**src/rtl/ps2_rx_fifo.sv**
```systemverilog
`timescale 1ns/1ps
// PS/2 device-to-host receiver on the system clock: synchronises and
// glitch-filters the PS/2 pins, frames start/data/parity/stop bits, checks
// odd parity and the stop bit, aborts stalled frames, and buffers good scan
// codes in a first-word-fall-through FIFO with sticky error reporting.
module ps2_rx_fifo #(
    parameter int DATA_BITS      = 8,
    parameter int FIFO_DEPTH     = 4,
    parameter int FILTER_LEN     = 4,
    parameter int TIMEOUT_CYCLES = 100000
) (
    input  logic                                clk_i,
    input  logic                                rst_i,
    input  logic                                ps2_clk_i,
    input  logic                                ps2_data_i,
    input  logic                                rd_en_i,
    input  logic                                err_clr_i,
    output logic [DATA_BITS-1:0]                data_out_o,
    output logic                                valid_o,
    output logic [$clog2(FIFO_DEPTH+1)-1:0]     count_o,
    output logic                                bsy_o,
    output logic                                parity_err_o,
    output logic                                frame_err_o,
    output logic                                overflow_o
);

    localparam int AW = $clog2(FIFO_DEPTH);
    localparam int CW = $clog2(FIFO_DEPTH + 1);
    localparam int FW = $clog2(FILTER_LEN + 1);
    localparam int BW = $clog2(DATA_BITS + 1);
    localparam int TW = $clog2(TIMEOUT_CYCLES + 1);

    typedef enum logic [1:0] {IDLE, DATA, PARITY, STOP} state_t;

    logic [1:0]           clkSync_q, dataSync_q;
    logic                 clkFilt_q, dataFilt_q, clkFiltPrev_q;
    logic [FW-1:0]        clkFiltCnt_q, dataFiltCnt_q;
    logic                 fallStrobe;

    state_t               state_q, state_d;
    logic [BW-1:0]        bitCnt_q, bitCnt_d;
    logic [DATA_BITS-1:0] shift_q, shift_d;
    logic                 parity_q, parity_d;
    logic [TW-1:0]        toCnt_q, toCnt_d;
    logic                 pushEn, setParity, setFrame, setOverflow;

    logic [DATA_BITS-1:0] mem_q [FIFO_DEPTH];
    logic [AW-1:0]        wrPtr_q, rdPtr_q;
    logic [CW-1:0]        count_q;
    logic [DATA_BITS-1:0] lastOut_q;
    logic                 popEn, fifoFull;
    logic                 parityErr_q, frameErr_q, overflow_q;

    // Two-flop synchronisers; preset high so reset looks like an idle bus.
    always_ff @(posedge clk_i or posedge rst_i) begin
        if (rst_i) begin
            clkSync_q  <= 2'b11;
            dataSync_q <= 2'b11;
        end else begin
            clkSync_q  <= {clkSync_q[0], ps2_clk_i};
            dataSync_q <= {dataSync_q[0], ps2_data_i};
        end
    end

    // Clock-line filter: follow the synchronised level only after FILTER_LEN agreeing samples.
    always_ff @(posedge clk_i or posedge rst_i) begin
        if (rst_i) begin
            clkFilt_q    <= 1'b1;
            clkFiltCnt_q <= '0;
        end else if (clkSync_q[1] != clkFilt_q) begin
            if (clkFiltCnt_q == FW'(FILTER_LEN - 1)) begin
                clkFilt_q    <= clkSync_q[1];
                clkFiltCnt_q <= '0;
            end else begin
                clkFiltCnt_q <= clkFiltCnt_q + FW'(1);
            end
        end else begin
            clkFiltCnt_q <= '0;
        end
    end

    // Data-line filter, identical behaviour to the clock-line filter.
    always_ff @(posedge clk_i or posedge rst_i) begin
        if (rst_i) begin
            dataFilt_q    <= 1'b1;
            dataFiltCnt_q <= '0;
        end else if (dataSync_q[1] != dataFilt_q) begin
            if (dataFiltCnt_q == FW'(FILTER_LEN - 1)) begin
                dataFilt_q    <= dataSync_q[1];
                dataFiltCnt_q <= '0;
            end else begin
                dataFiltCnt_q <= dataFiltCnt_q + FW'(1);
            end
        end else begin
            dataFiltCnt_q <= '0;
        end
    end

    // Delayed filtered clock for falling-edge detection.
    always_ff @(posedge clk_i or posedge rst_i) begin
        if (rst_i) clkFiltPrev_q <= 1'b1;
        else       clkFiltPrev_q <= clkFilt_q;
    end

    assign fallStrobe = clkFiltPrev_q & ~clkFilt_q;
    assign fifoFull   = (count_q == CW'(FIFO_DEPTH));
    assign valid_o    = (count_q != '0);
    assign popEn      = rd_en_i & valid_o;

    // Frame FSM and timeout counter: registered state.
    always_ff @(posedge clk_i or posedge rst_i) begin
        if (rst_i) begin
            state_q  <= IDLE;
            bitCnt_q <= '0;
            shift_q  <= '0;
            parity_q <= 1'b0;
            toCnt_q  <= '0;
        end else begin
            state_q  <= state_d;
            bitCnt_q <= bitCnt_d;
            shift_q  <= shift_d;
            parity_q <= parity_d;
            toCnt_q  <= toCnt_d;
        end
    end

    // Frame FSM next state: bit capture, stop-bit checks, and stall abort.
    always_comb begin
        state_d     = state_q;
        bitCnt_d    = bitCnt_q;
        shift_d     = shift_q;
        parity_d    = parity_q;
        toCnt_d     = '0;
        pushEn      = 1'b0;
        setParity   = 1'b0;
        setFrame    = 1'b0;
        setOverflow = 1'b0;

        if (state_q != IDLE && !fallStrobe) toCnt_d = toCnt_q + TW'(1);

        case (state_q)
            IDLE: begin
                if (fallStrobe && !dataFilt_q) begin
                    state_d  = DATA;
                    bitCnt_d = '0;
                end
            end
            DATA: begin
                if (fallStrobe) begin
                    shift_d  = {dataFilt_q, shift_q[DATA_BITS-1:1]};
                    bitCnt_d = bitCnt_q + BW'(1);
                    if (bitCnt_q == BW'(DATA_BITS - 1)) state_d = PARITY;
                end
            end
            PARITY: begin
                if (fallStrobe) begin
                    parity_d = dataFilt_q;
                    state_d  = STOP;
                end
            end
            STOP: begin
                if (fallStrobe) begin
                    state_d = IDLE;
                    if (!dataFilt_q)                 setFrame    = 1'b1;
                    else if (!(^shift_q ^ parity_q)) setParity   = 1'b1;
                    else if (fifoFull && !popEn)     setOverflow = 1'b1;
                    else                             pushEn      = 1'b1;
                end
            end
            default: state_d = IDLE;
        endcase

        if (state_q != IDLE && !fallStrobe && toCnt_q == TW'(TIMEOUT_CYCLES - 1)) begin
            state_d  = IDLE;
            toCnt_d  = '0;
            setFrame = 1'b1;
        end
    end

    // FIFO storage; contents need no reset because occupancy gates visibility.
    always_ff @(posedge clk_i) begin
        if (pushEn) mem_q[wrPtr_q] <= shift_q;
    end

    // FIFO pointers, occupancy and the last popped word shown while empty.
    always_ff @(posedge clk_i or posedge rst_i) begin
        if (rst_i) begin
            wrPtr_q   <= '0;
            rdPtr_q   <= '0;
            count_q   <= '0;
            lastOut_q <= '0;
        end else begin
            if (pushEn) wrPtr_q <= wrPtr_q + AW'(1);
            if (popEn) begin
                rdPtr_q   <= rdPtr_q + AW'(1);
                lastOut_q <= mem_q[rdPtr_q];
            end
            if (pushEn && !popEn)      count_q <= count_q + CW'(1);
            else if (popEn && !pushEn) count_q <= count_q - CW'(1);
        end
    end

    // Sticky error flags; a new error in the same cycle beats the clear.
    always_ff @(posedge clk_i or posedge rst_i) begin
        if (rst_i) begin
            parityErr_q <= 1'b0;
            frameErr_q  <= 1'b0;
            overflow_q  <= 1'b0;
        end else begin
            parityErr_q <= (parityErr_q & ~err_clr_i) | setParity;
            frameErr_q  <= (frameErr_q  & ~err_clr_i) | setFrame;
            overflow_q  <= (overflow_q  & ~err_clr_i) | setOverflow;
        end
    end

    assign data_out_o   = valid_o ? mem_q[rdPtr_q] : lastOut_q;
    assign count_o      = count_q;
    assign bsy_o        = (state_q != IDLE);
    assign parity_err_o = parityErr_q;
    assign frame_err_o  = frameErr_q;
    assign overflow_o   = overflow_q;

endmodule

```
**config.mk**
```make
export PLATFORM = sky130hd
export DESIGN_NAME = ps2_rx_fifo
export DESIGN_NICKNAME = d
export VERILOG_FILES = /design/src/rtl/ps2_rx_fifo.sv
export SDC_FILE = /design/constraint.sdc
export NUM_CORES = 1
export LEC_CHECK = 0
export ABC_AREA = 1
export CAP_MARGIN = 20
export CORE_MARGIN = 3
export CORE_UTILIZATION = 45
export CTS_BUF_LIST = sky130_fd_sc_hd__clkbuf_4 sky130_fd_sc_hd__clkbuf_8
export DETAILED_ROUTE_END_ITERATION = 8
export GPL_ROUTABILITY_DRIVEN = 1
export GPL_TIMING_DRIVEN = 0
export PLACE_DENSITY_LB_ADDON = 0.15
export SETUP_SLACK_MARGIN = 0.5
export SYNTH_ARGS = -nofsm -noshare
export SYNTH_HDL_FRONTEND = slang
export SYNTH_SLANG_ARGS = --single-unit
```
**constraint.sdc**
```tcl
create_clock -name clk_i -period 6.9 [get_ports clk_i]
set_clock_uncertainty 0.1 [all_clocks]
set_input_delay 2.07 -clock clk_i [delete_from_list [all_inputs] [get_ports clk_i]]
set_output_delay 2.07 -clock clk_i [all_outputs]
set_load 0.01 [all_outputs]
```
* After elaboration in Yosys (flattened, before gate mapping)
Memory sizes are Yosys's and may differ from the RTL's. Cells that the tools add are included.
Word-level totals: output and inout bits 16, flip-flop bits (word level) 63, logic and storage cells 117, memories kept 1, input port bits 6, memory bits (writable) 32
Cells by class: reductions and logical operators 22, multiplexer cells 39, add/sub/neg operators 8, equality and inequality tests 17, bitwise logic cells 11
Memory list:
- mem_q | words 4, width 8, read ports 1, clocked after Yosys merged registers in 0, write ports 1, RTL line 47 | logic [DATA_BITS-1:0] mem_q [FIFO_DEPTH];
Operators by type and width (count):
- two-way mux 17 bit | 2
- two-way mux 1 bit | 20
- two-way mux 3 bit | 6
- adder 17 x 1 -> 17 bit (second input constant) | 1
- equality test 17 bit (second input constant) | 1
- inequality test 3 bit (second input constant) | 5
- two-way mux 2 bit | 6
- adder 3 x 1 -> 3 bit (second input constant) | 3
- two-way mux 4 bit | 2
- two-way mux 8 bit | 1
- one-hot mux 2 bit (4 select lines) | 1
- one-hot mux 4 bit (2 select lines) | 1
- AND reduction 2 bit | 4
- XOR reduction 8 bit | 1
- equality test 3 x 2 -> 1 bit (second input constant) | 2
- logical AND 1 bit | 6
- nonzero test 2 bit | 3
- AND 1 bit | 5
- AND reduction 5 bit | 1
- adder 2 x 1 -> 2 bit (second input constant) | 2
- adder 4 x 1 -> 4 bit (second input constant) | 1
- equality test 2 bit (second input constant) | 2
- equality test 4 x 3 -> 1 bit (second input constant) | 1
- logical NOT 1 bit | 4
- 11 further kinds | 16

* Logic depth before layout (Yosys ltp)
Gate-level depths: netlist (run 1).
depth in word-level cells 13, gate-level depth with buffers 16

* Worst setup path before layout (run 1)
Ideal clock, no wire load.
path kind input -> register, start point input port rd_en_i, end point register count_q[1] (netlist: count_o[1]), library setup time 125 ps, slack 3143 ps, path buffers 0, stages on the path 8, data required time 6675 ps, arrival 3533 ps, path through nor4_1 nor2_2 nand3_2 inv_1 ha_1 inv_1 fa_1 mux2_2
On the way: cells in the longest elaborated chain, start to end 11, elaborated cells between the ends (all ways) 13
RTL lines:
- from (decl) | RTL line 16 | input logic rd_en_i,
- AND 1 bit * | RTL line 108 | assign popEn = rd_en_i & valid_o;
- logical NOT 1 bit * | RTL line 166 | else if (fifoFull && !popEn) setOverflow = 1'b1;
- logical AND 1 bit * | RTL line 166
- two-way mux 1 bit * | RTL line 166
- two-way mux 1 bit * | RTL line 165 | else if (!(^shift_q ^ parity_q)) setParity = 1'b1;
- two-way mux 1 bit * | RTL line 164 | if (!dataFilt_q) setFrame = 1'b1;
- two-way mux 1 bit * | RTL line 162 | if (fallStrobe) begin
- two-way mux 1 bit * | RTL line 141 | case (state_q)
- net pushEn | RTL line 45 | logic pushEn, setParity, setFrame, setOverflow;
- logical NOT 1 bit | RTL line 199 | else if (popEn && !pushEn) count_q <= count_q - CW'(1);
- logical AND 1 bit | RTL line 199
- nonzero test 2 bit (no source line)
- to (signal assigned) | RTL line 198 | if (pushEn && !popEn) count_q <= count_q + CW'(1);
- to (signal assigned) | RTL line 199
- to (decl) | RTL line 49 | logic [CW-1:0] count_q;
Mark *: on every way through the listed nets, which the timed path passes. The rest lies on a longest branch. A chain may end at the register's enable or synchronous reset.

* Final worst setup path (run 1)
start point register count_q[0] (netlist: count_o[0]), end point output port data_out_o[2]
On the way: cells in the longest elaborated chain, start to end 2
RTL lines:
- nonzero test 3 bit | RTL line 107 | assign valid_o = (count_q != '0);
- two-way mux 8 bit | RTL line 216 | assign data_out_o = valid_o ? mem_q[rdPtr_q] : lastOut_q;
- to (decl) | RTL line 18 | output logic [DATA_BITS-1:0] data_out_o,
No other way between the ends.

==> impl_metrics.py, run 1 <==
metrics = {
    "run_status": {
        "status": "finished clean",
    },
    "hold_path": {
        "hold_path_end": "clkSync_q[1]$_DFF_PP1_",
        "min_path_cells": 0,
        "holdCritStartpoint": "clkSync_q[0]$_DFF_PP1_",
        "hp-class": "reg2reg",
    },
    "synth": {
        "synthesis.nets": 478,
        "syn_avg_cell_area_um2": 9.925,
        "synthXorXnorAreaFrac_pct": 2.124,
        "synth_simple_gate_area_share_pct": 24.03,
        "synth_flop_cell": "dfrtp_1",
        "synth_top_family_by_area": "simple AND/OR/NAND/NOR gates",
        "post_synth_instance_area_um2": 4536,
        "synth_compound_area_share_pct": 7.697,
        "synth_cells": 457,
        "async_flop_share_pct": 66.32,
        "synthDistinctLibCells": 43,
        "synth_mux_area_share_pct": 0.7448,
        "synth_edf_count": 32,
        "yosys_warnings": 0,
        "yosys_register_bits": 95,
        "synth_fa_ha_area_share_pct": 4.303,
        "seq_area_frac_synth_pct": 56.14,
    },
    "timing": {
        "slew_headroom_pct": 52.29,
        "hold_viol": 0,
        "setup_viol": 0,
        "worst_pin_slew_ns": 0.7131,
        "fin_tns_setup_ns": 0,
        "max_freq_ghz": 0.2247,
        "min_period_ns": 4.450,
        "setup_slack_ns": 2.450,
        "min_period_over_period_pct": 64.49,
        "rsz0062_at_grt": "no",
        "slew_viol_final": 0,
    },
    "floorplanning": {
        "rows": 36,
        "dieArea_um2": 11320,
        "die_w_um": 106.4,
        "core_area_um2": 9774,
        "start_util_pct": 46.40,
        "ios": 22,
        "die_y_um": 106.4,
    },
    "clock_tree": {
        "cts_buffer_depth": 2,
        "postCtsSetupRepairBufs": 0,
        "clk_pin_slew_ns": 0.09,
        "clock-sinks": 95,
        "numCtsBuffers": 9,
        "insertion_delay_ns": 0.35,
        "cts_resized": 0,
        "ctsHoldBuffers": 0,
        "htreeDepth": 3,
        "tritoncts": "built",
        "cts-root-buf": "clkbuf_8",
    },
    "critical_path": {
        "endpoint_kind": "output port",
        "crit_fanout": 10,
        "path_class": "reg2out",
        "timing.rr.start": "clkFiltPrev_q$_DFF_PP1_",
        "cp.arrival_ns": 2.28,
        "rrSetupSlack_ns": 4.36,
        "rr_endpoint": "count_o[2]$_DFFE_PP0P_",
        "required_ns": 4.73,
        "ff2ff_path_depth": 13,
        "startpoint_type": "register",
    },
    "final_layout": {
        "final_area_um2": 5109,
        "layout_common_cells": "nand2_1, dfrtp_1, inv_1, nor2_1, edfxtp_1",
        "diodes": 0,
        "finish.utilization_pct": 52.27,
        "final_common_cell": "nand2_1",
        "drive_above_1_share_pct": 14.55,
        "nNetsFinal": 511,
        "regArea_um2": 2546,
        "syn_to_final_growth_pct": 12.63,
        "multiInputGateArea_um2": 1764,
        "fill_cells": 933,
    },
    "detailed_routing": {
        "ant_nets": 0,
        "wl_um": 7858,
        "num_vias": 3074,
        "wl_per_cell_um": 12.51,
        "drc": 0,
        "drtIter0Drc": 134,
        "firstDrtPassIters": 4,
        "via_per_inst": 4.895,
    },
    "global_route": {
        "gr-usage-all-layers_pct": 15.31,
        "grt_pass1_wl_um": 13920,
        "grt_pass1_vias": 3004,
        "grt_max_degree": 42,
        "antenna_found_initial": 0,
        "grt.overflow.total": 0,
    },
    "placement": {
        "portBuffers": 21,
        "dp_slack_ns": 2.400,
        "dp_hpwl_um": 5908,
        "gp_congestion": 0.8388,
        "placed_area_um2": 4932,
    },
    "pwr": {
        "cellPowerDensity_nw_per_um2": 379.2,
        "p_leak_nw": 2.190,
        "p_total_mw": 1.937,
        "vdd_drop_max_mv": 0.1582,
    },
    "job": {
        "drv_cap": 0,
    },
}
-- cells by family (layout without fill, tap and decap cells) --
family          count (synthesis)  in the layout
fa+ha+maj                      15             15
flops                          95             95
buf+inv                        56             94
mux                             3              3
compound gates                 59             59
simple gates                  218            218
xor+xnor                       11             11
-- state kept, by name (all words and copies together) (netlist names) --
| name | flops |
|---|---|
| dataFiltCnt_q | 3 |
| toCnt_q | 17 |
| parity_err_o | 1 |
| dataSync_q | 2 |
| clkFilt_q | 1 |
| wrPtr_q | 2 |
| lastOut_q | 8 |
| mem_q | 32 |
| parity_q | 1 |
| clkFiltPrev_q | 1 |
| state_q | 2 |
| frame_err_o | 1 |
| dataFilt_q | 1 |
| count_o | 3 |
| shift_q | 8 |
| rdPtr_q | 2 |
| clkFiltCnt_q | 3 |
| overflow_o | 1 |
| bitCnt_q | 4 |
| clkSync_q | 2 |
-- routing by layer --
layer	share of wire [%]	global-route usage, %	vias up
met2	49	25.48	48
met3	3.0	2.368	10
met4	1.7	6.383	0
met1	46	19.97	1437
met5	0	0	-
li1	-	-	1579
-- worst max-delay path, stage by stage, from the launching register on --
cell,delay [ns]
dfrtp_1,0.46
nor2_1,0.12
nand2_1,0.10
inv_1,0.17
buf_1,0.34
nand2_1,0.10
o21ai_0,0.09
clkdlybuf4s50_1,0.55
-- synthesized netlist by cell type, types with 9 or more instances --
| master | count | area, µm² |
|---|---|---|
| nor2_1 | 39 | 146.4 |
| inv_1 | 45 | 168.9 |
| nand4_1 | 13 | 81.33 |
| a21oi_1 | 17 | 85.08 |
| nand2_1 | 107 | 401.6 |
| ha_1 | 14 | 175.2 |
| edfxtp_1 | 32 | 960.9 |
| nand3_1 | 13 | 65.06 |
| nand2_2 | 9 | 56.30 |
| dfrtp_1 | 56 | 1401 |
| o21ai_0 | 28 | 140.1 |
-- how the worst max path moves through the flow --
stage,start,end,slack (ns),cells after the start
floorplan,rd_en_i,count_o[1]$_DFFE_PP0P_,3.14,8
global route,count_o[0]$_DFFE_PP0P_,data_out_o[6],2.13,7
finish,count_o[0]$_DFFE_PP0P_,data_out_o[2],2.45,7
global placement,rst_i,lastOut_q[5]$_DFFE_PP0P_,2.00,2
CTS,count_o[0]$_DFFE_PP0P_,data_out_o[2],2.38,7
detailed placement,rd_en_i,count_o[1]$_DFFE_PP0P_,2.40,9
-- metrics by stage --
step,hold WS [ns],std cells
after detailed placement,0.2472,612
final,0.2592,628
after global placement,0.2452,611
after global routing,0.2690,628
after floorplan,0.2452,457
after CTS,0.2613,628
-- area by class of cell --
type / count / share of cell area (%)
Sequential cell: 95 / 49.84
Multi-Input combinational cell: 306 / 34.53
Timing Repair Buffer: 22 / 4.506
Inverter: 49 / 3.674
Tap cell: 133 / 3.257
Clock buffer: 10 / 2.572
Clock inverter: 6 / 0.8817
Buffer: 7 / 0.7348
-- where the power goes --
| group | leakage (nW) | internal (mW) | total, mW | switching, mW |
|---|---|---|---|---|
| registers | 1.10 | 0.720 | 0.823 | 0.103 |
| logic | 1.01 | 0.332 | 0.781 | 0.450 |
| clock network | 0.0844 | 0.137 | 0.333 | 0.196 |
| total | 2.19 | 1.19 | 1.94 | 0.749 |
Power figures use the tool's default switching activity.
==> inputs of run 2 (changes only) <==
clock period = 4.52 ns   (was 6.9 ns; I/O delays follow)
==> run 2 against run 1 <==
Worst hold slack is the same. First-iteration DRC count is the same. Non-clock buffer count is the same. Combinational power grew 52%. Via count shrank 0.26%. Worst setup slack lost 1.6 ns. Die area is the same. Cell area is essentially flat. Routed wire length shrank 0.18%. Clock-buffer cell count is the same. Global-route usage is the same. Critical endpoint is now data_out_o[6].
==> impl_metrics.py, run 2 (synthesized netlist as in run 1, its figures left out) <==
metrics = {
    "run_status": {
        "status": "finished clean",
    },
    "placement": {
        "dp_hpwl_um": 5908,
        "gp_congestion": 0.8388,
        "post-place-cells": 612,
        "portBuffers": 21,
    },
    "clock_tree": {
        "insertion_delay_ns": 0.35,
        "clk_pin_slew_ns": 0.09,
        "tritoncts": "built",
        "cts-root-buf": "clkbuf_8",
        "cts_buffer_depth": 2,
        "clock-sinks": 95,
        "numCtsBuffers": 9,
        "htreeDepth": 3,
    },
    "timing": {
        "fin_tns_setup_ns": 0,
        "hold_viol": 0,
        "slew_headroom_pct": 52.29,
        "setup_viol": 0,
        "max_freq_ghz": 0.2692,
        "min_period_ns": 3.715,
        "slew_viol_final": 0,
        "worst_pin_slew_ns": 0.7131,
        "min_period_over_period_pct": 82.18,
        "rsz0062_at_grt": "no",
        "holdWs_ns": 0.2592,
    },
    "detailed_routing": {
        "drtIter0Drc": 134,
        "wl_um": 7844,
        "firstDrtPassIters": 4,
        "via_per_inst": 4.882,
        "ant_nets": 0,
        "drc": 0,
        "num_vias": 3066,
        "wl_per_cell_um": 12.49,
    },
    "hold_path": {
        "hp-class": "reg2reg",
    },
    "floorplanning": {
        "die_y_um": 106.4,
        "ios": 22,
        "rows": 36,
        "dieArea_um2": 11320,
        "core_area_um2": 9774,
        "start_util_pct": 46.40,
        "die_w_um": 106.4,
    },
    "final_layout": {
        "layout_common_cells": "nand2_1, dfrtp_1, inv_1, nor2_1, edfxtp_1",
        "fill_cells": 932,
        "fin_cells": 628,
        "nNetsFinal": 511,
        "regMostFlops": "mem_q",
        "regArea_um2": 2546,
        "multiInputGateArea_um2": 1764,
        "largest_reg_flops": 32,
        "diodes": 0,
        "top_regs": "mem_q: 32 flops, toCnt_q: 17 flops",
        "syn_to_final_growth_pct": 12.66,
        "drive_above_1_share_pct": 14.75,
        "final_common_cell": "nand2_1",
    },
    "global_route": {
        "grt.met2_usage_pct": 25.48,
        "gr-usage-all-layers_pct": 15.31,
        "grt_pass1_wl_um": 13920,
        "grt_max_degree": 42,
        "grtUsageMet3_pct": 2.368,
        "grt_pass1_vias": 3004,
        "antenna_found_initial": 0,
        "grt.busiest_layer": "met2",
        "grt.overflow.total": 0,
        "met1_usage_pct": 19.97,
    },
    "critical_path": {
        "startpoint_type": "register",
        "required_ns": 3.06,
        "path_class": "reg2out",
        "endpoint_kind": "output port",
        "cp.arrival_ns": 2.26,
        "crit_fanout": 10,
    },
    "pwr": {
        "p_leak_nw": 2.193,
        "vdd_drop_max_mv": 0.2415,
        "cellPowerDensity_nw_per_um2": 578.7,
    },
    "job": {
        "drv_cap": 0,
    },
}
-- run 2: where the power goes --
part	internal, mW	switching (mW)
registers	1.10	0.158
logic	0.507	0.686
clock network	0.209	0.299
total	1.81	1.14
-- run 2: worst paths after layout --
kind	start	to	slack, ns	depth (start not counted)
hold / removal	clkSync_q[0]$_DFF_PP1_	clkSync_q[1]$_DFF_PP1_	0.26	0
hold reg to reg	clkSync_q[0]$_DFF_PP1_	clkSync_q[1]$_DFF_PP1_	0.26	0
max in group asynchronous	rst_i	lastOut_q[5]$_DFFE_PP0P_	2.50	3
setup / recovery	rdPtr_q[0]$_DFFE_PP0P_	data_out_o[6]	0.81	7
setup reg to reg	clkFiltPrev_q$_DFF_PP1_	count_o[2]$_DFFE_PP0P_	1.98	13
min in group asynchronous	rst_i	state_q[0]$_DFFE_PP0P_	1.23	2
-- run 2: layer usage --
layer	wire (µm)	part of all wire, %
met5	0	0
met4	135	1.7
met3	235	3.0
met2	3838	49
met1	3635	46
-- run 2: critical path, stage by stage, from the launching register on --
cell	delay [ns]
dfrtp_1	0.37
buf_4	0.16
clkinv_1	0.14
buf_4	0.20
nand2_1	0.07
a32o_1	0.24
o21ai_0	0.16
clkdlybuf4s50_1	0.56
-- run 2: repair_timing --
action	in CTS	in global routing
setup buffers	0	0
hold buffers	0	0
gates resized for setup	0	1
endpoints found under the setup margin	0	2
-- run 2: through the flow --
step	worst slack (ns)	power, mW	area (µm²)	utilization [%]
2_1_floorplan	1.477	2.083	4536	-
3_3_place_gp	0.3375	2.446	4912	50.26
4_1_cts	0.7163	3.012	5109	52.27
6_report	0.8053	2.957	5110	52.28
3_5_place_dp	0.7344	2.492	4932	50.46
5_1_grt	0.6128	3.218	5110	52.28
-- run 2: area by class of cell --
type / count / area share [%]
flip-flops and latches: 95 / 49.83
multi-input cells: 306 / 34.52
repair buffers: 22 / 4.505
clock buffers: 10 / 2.571
plain buffers: 7 / 0.7591
inverters: 49 / 3.673
clock inverters: 6 / 0.8815
well taps: 133 / 3.257
==> inputs of run 3 (changes only) <==
clock period = 3.8 ns   (was 4.52 ns; I/O delays follow)
==> run 3 against run 2 <==
Flip-flop and latch count is the same. Highest routed layer unchanged. Critical endpoint is now data_out_o[2]. Clock power grew 19%. Largest power group unchanged. Register-to-register slack lost 0.71 ns. Critical path type unchanged.
==> impl_metrics.py, run 3 (synthesized netlist as in run 1, its figures left out) <==
metrics = {
    "run_status": {
        "status": "finished clean",
    },
    "clock_tree": {
        "insertion_delay_ns": 0.35,
        "clk_pin_slew_ns": 0.10,
        "ctsHoldBuffers": 0,
        "postCtsSetupRepairBufs": 0,
        "cts_buffer_depth": 2,
        "tritoncts": "built",
        "clock-sinks": 95,
        "htreeDepth": 3,
        "numCtsBuffers": 9,
        "cts-root-buf": "clkbuf_8",
    },
    "final_layout": {
        "final_area_um2": 5120,
        "nNetsFinal": 511,
        "regMostFlops": "mem_q",
        "top_regs": "mem_q: 32 flops, toCnt_q: 17 flops",
        "drive_above_1_share_pct": 15.35,
        "largest_reg_flops": 32,
        "syn_to_final_growth_pct": 12.88,
        "diodes": 0,
        "fin_cells": 628,
        "fill_cells": 930,
        "final_common_cell": "nand2_1",
        "layout_common_cells": "nand2_1, dfrtp_1, inv_1, nor2_1, edfxtp_1",
    },
    "global_route": {
        "grt_max_degree": 42,
        "gr-usage-all-layers_pct": 15.31,
        "grt_pass1_vias": 3005,
        "grt_pass1_wl_um": 13920,
        "grtUsageMet3_pct": 2.368,
        "grt.busiest_layer": "met2",
        "grt.overflow.total": 0,
        "met1_usage_pct": 19.97,
        "antenna_found_initial": 0,
        "grt.met2_usage_pct": 25.48,
    },
    "placement": {
        "placed_area_um2": 4932,
        "gp_congestion": 0.8388,
        "dp_hpwl_um": 5908,
        "post-place-cells": 612,
        "portBuffers": 21,
        "dp_slack_ns": 0.2304,
    },
    "job": {
        "drv_cap": 0,
    },
    "timing": {
        "min_period_ns": 3.350,
        "holdWs_ns": 0.2592,
        "max_freq_ghz": 0.2985,
        "setup_viol": 0,
        "hold_viol": 0,
        "slew_headroom_pct": 51.61,
        "rsz0062_at_grt": "yes",
        "setup_slack_ns": 0.4498,
        "slew_viol_final": 0,
        "min_period_over_period_pct": 88.16,
        "worst_pin_slew_ns": 0.7231,
    },
    "floorplanning": {
        "die_w_um": 106.4,
        "core_area_um2": 9774,
        "start_util_pct": 46.40,
        "ios": 22,
        "die_y_um": 106.4,
        "dieArea_um2": 11320,
        "rows": 36,
    },
    "critical_path": {
        "cp.arrival_ns": 2.11,
        "path_class": "reg2out",
        "startpoint_type": "register",
        "endpoint_kind": "output port",
        "crit_fanout": 10,
        "required_ns": 2.56,
    },
    "hold_path": {
        "hp-class": "reg2reg",
    },
    "detailed_routing": {
        "via_per_inst": 4.865,
        "ant_nets": 0,
        "wl_um": 7860,
        "drc": 0,
        "drtIter0Drc": 133,
        "firstDrtPassIters": 4,
        "num_vias": 3055,
        "wl_per_cell_um": 12.52,
    },
    "pwr": {
        "p_leak_nw": 2.222,
        "cellPowerDensity_nw_per_um2": 682.0,
        "vdd_drop_max_mv": 0.2873,
    },
}
## run 3: cell types whose count changed in the layout (fill, tap and decap cells not counted), sizes merged
cell,change
clkdlybuf4s50,-7
buf,+1
dlymetal6s2s,+2
dlygate4sd2,+5
clkbuf,-1
## run 3: cell type report
class / instances / area, µm² / share of cell area (%)
timing repair buffer: 22 / 229.0 / 4.472
clock inverter: 6 / 45.04 / 0.8798
tap: 133 / 166.4 / 3.250
multi-input combinational: 306 / 1764 / 34.46
buffer: 7 / 47.55 / 0.9286
sequential: 95 / 2547 / 49.76
inverter: 49 / 188.9 / 3.690
clock buffer: 10 / 131.4 / 2.566
## run 3: metrics by stage
step,utilization (%),power (mW),setup TNS (ns)
global route,52.38,3.802,0
finish,52.38,3.492,0
CTS,52.32,3.562,0
global placement,50.26,2.909,-9.021
detailed placement,50.46,2.964,0
floorplan,-,2.478,0
## run 3: path summary, 6_finish.rpt
| path | startpoint | endpoint | slack [ns] | depth (start not counted) |
|---|---|---|---|---|
| worst min-delay path | clkSync_q[0]$_DFF_PP1_ | clkSync_q[1]$_DFF_PP1_ | 0.26 | 0 |
| worst max register to register | clkFiltPrev_q$_DFF_PP1_ | count_o[2]$_DFFE_PP0P_ | 1.27 | 13 |
| worst max-delay path | rdPtr_q[0]$_DFFE_PP0P_ | data_out_o[2] | 0.45 | 7 |
| max in group asynchronous | rst_i | count_o[0]$_DFFE_PP0P_ | 1.99 | 3 |
| min in group asynchronous | rst_i | state_q[0]$_DFFE_PP0P_ | 1.02 | 2 |
| worst min register to register | clkSync_q[0]$_DFF_PP1_ | clkSync_q[1]$_DFF_PP1_ | 0.26 | 0 |
## run 3: metal layers
layer  share of wire, %  vias to the layer above
met3                3.0                       10
li1                   -                     1580
met5                  0                        -
met2                 49                       47
met4                1.7                        0
met1                 46                     1418
## run 3: critical path, stage by stage, from the launching register on
cell and delay (ns):
dfrtp_1 0.37, buf_4 0.16, clkinv_2 0.11, buf_6 0.15, nand2_1 0.05, a32o_1 0.22
o21ai_0 0.14, clkdlybuf4s50_1 0.55
## run 3: where the power goes
part / switching (mW) / internal (mW)
clock: 0.357 / 0.249
combinational: 0.815 / 0.575
sequential: 0.189 / 1.31
## run 3: timing repair
action	CTS	global route
gates resized for setup	11	3
hold endpoints to repair	0	0
cloned	0	0
endpoints found under the setup margin	8	4
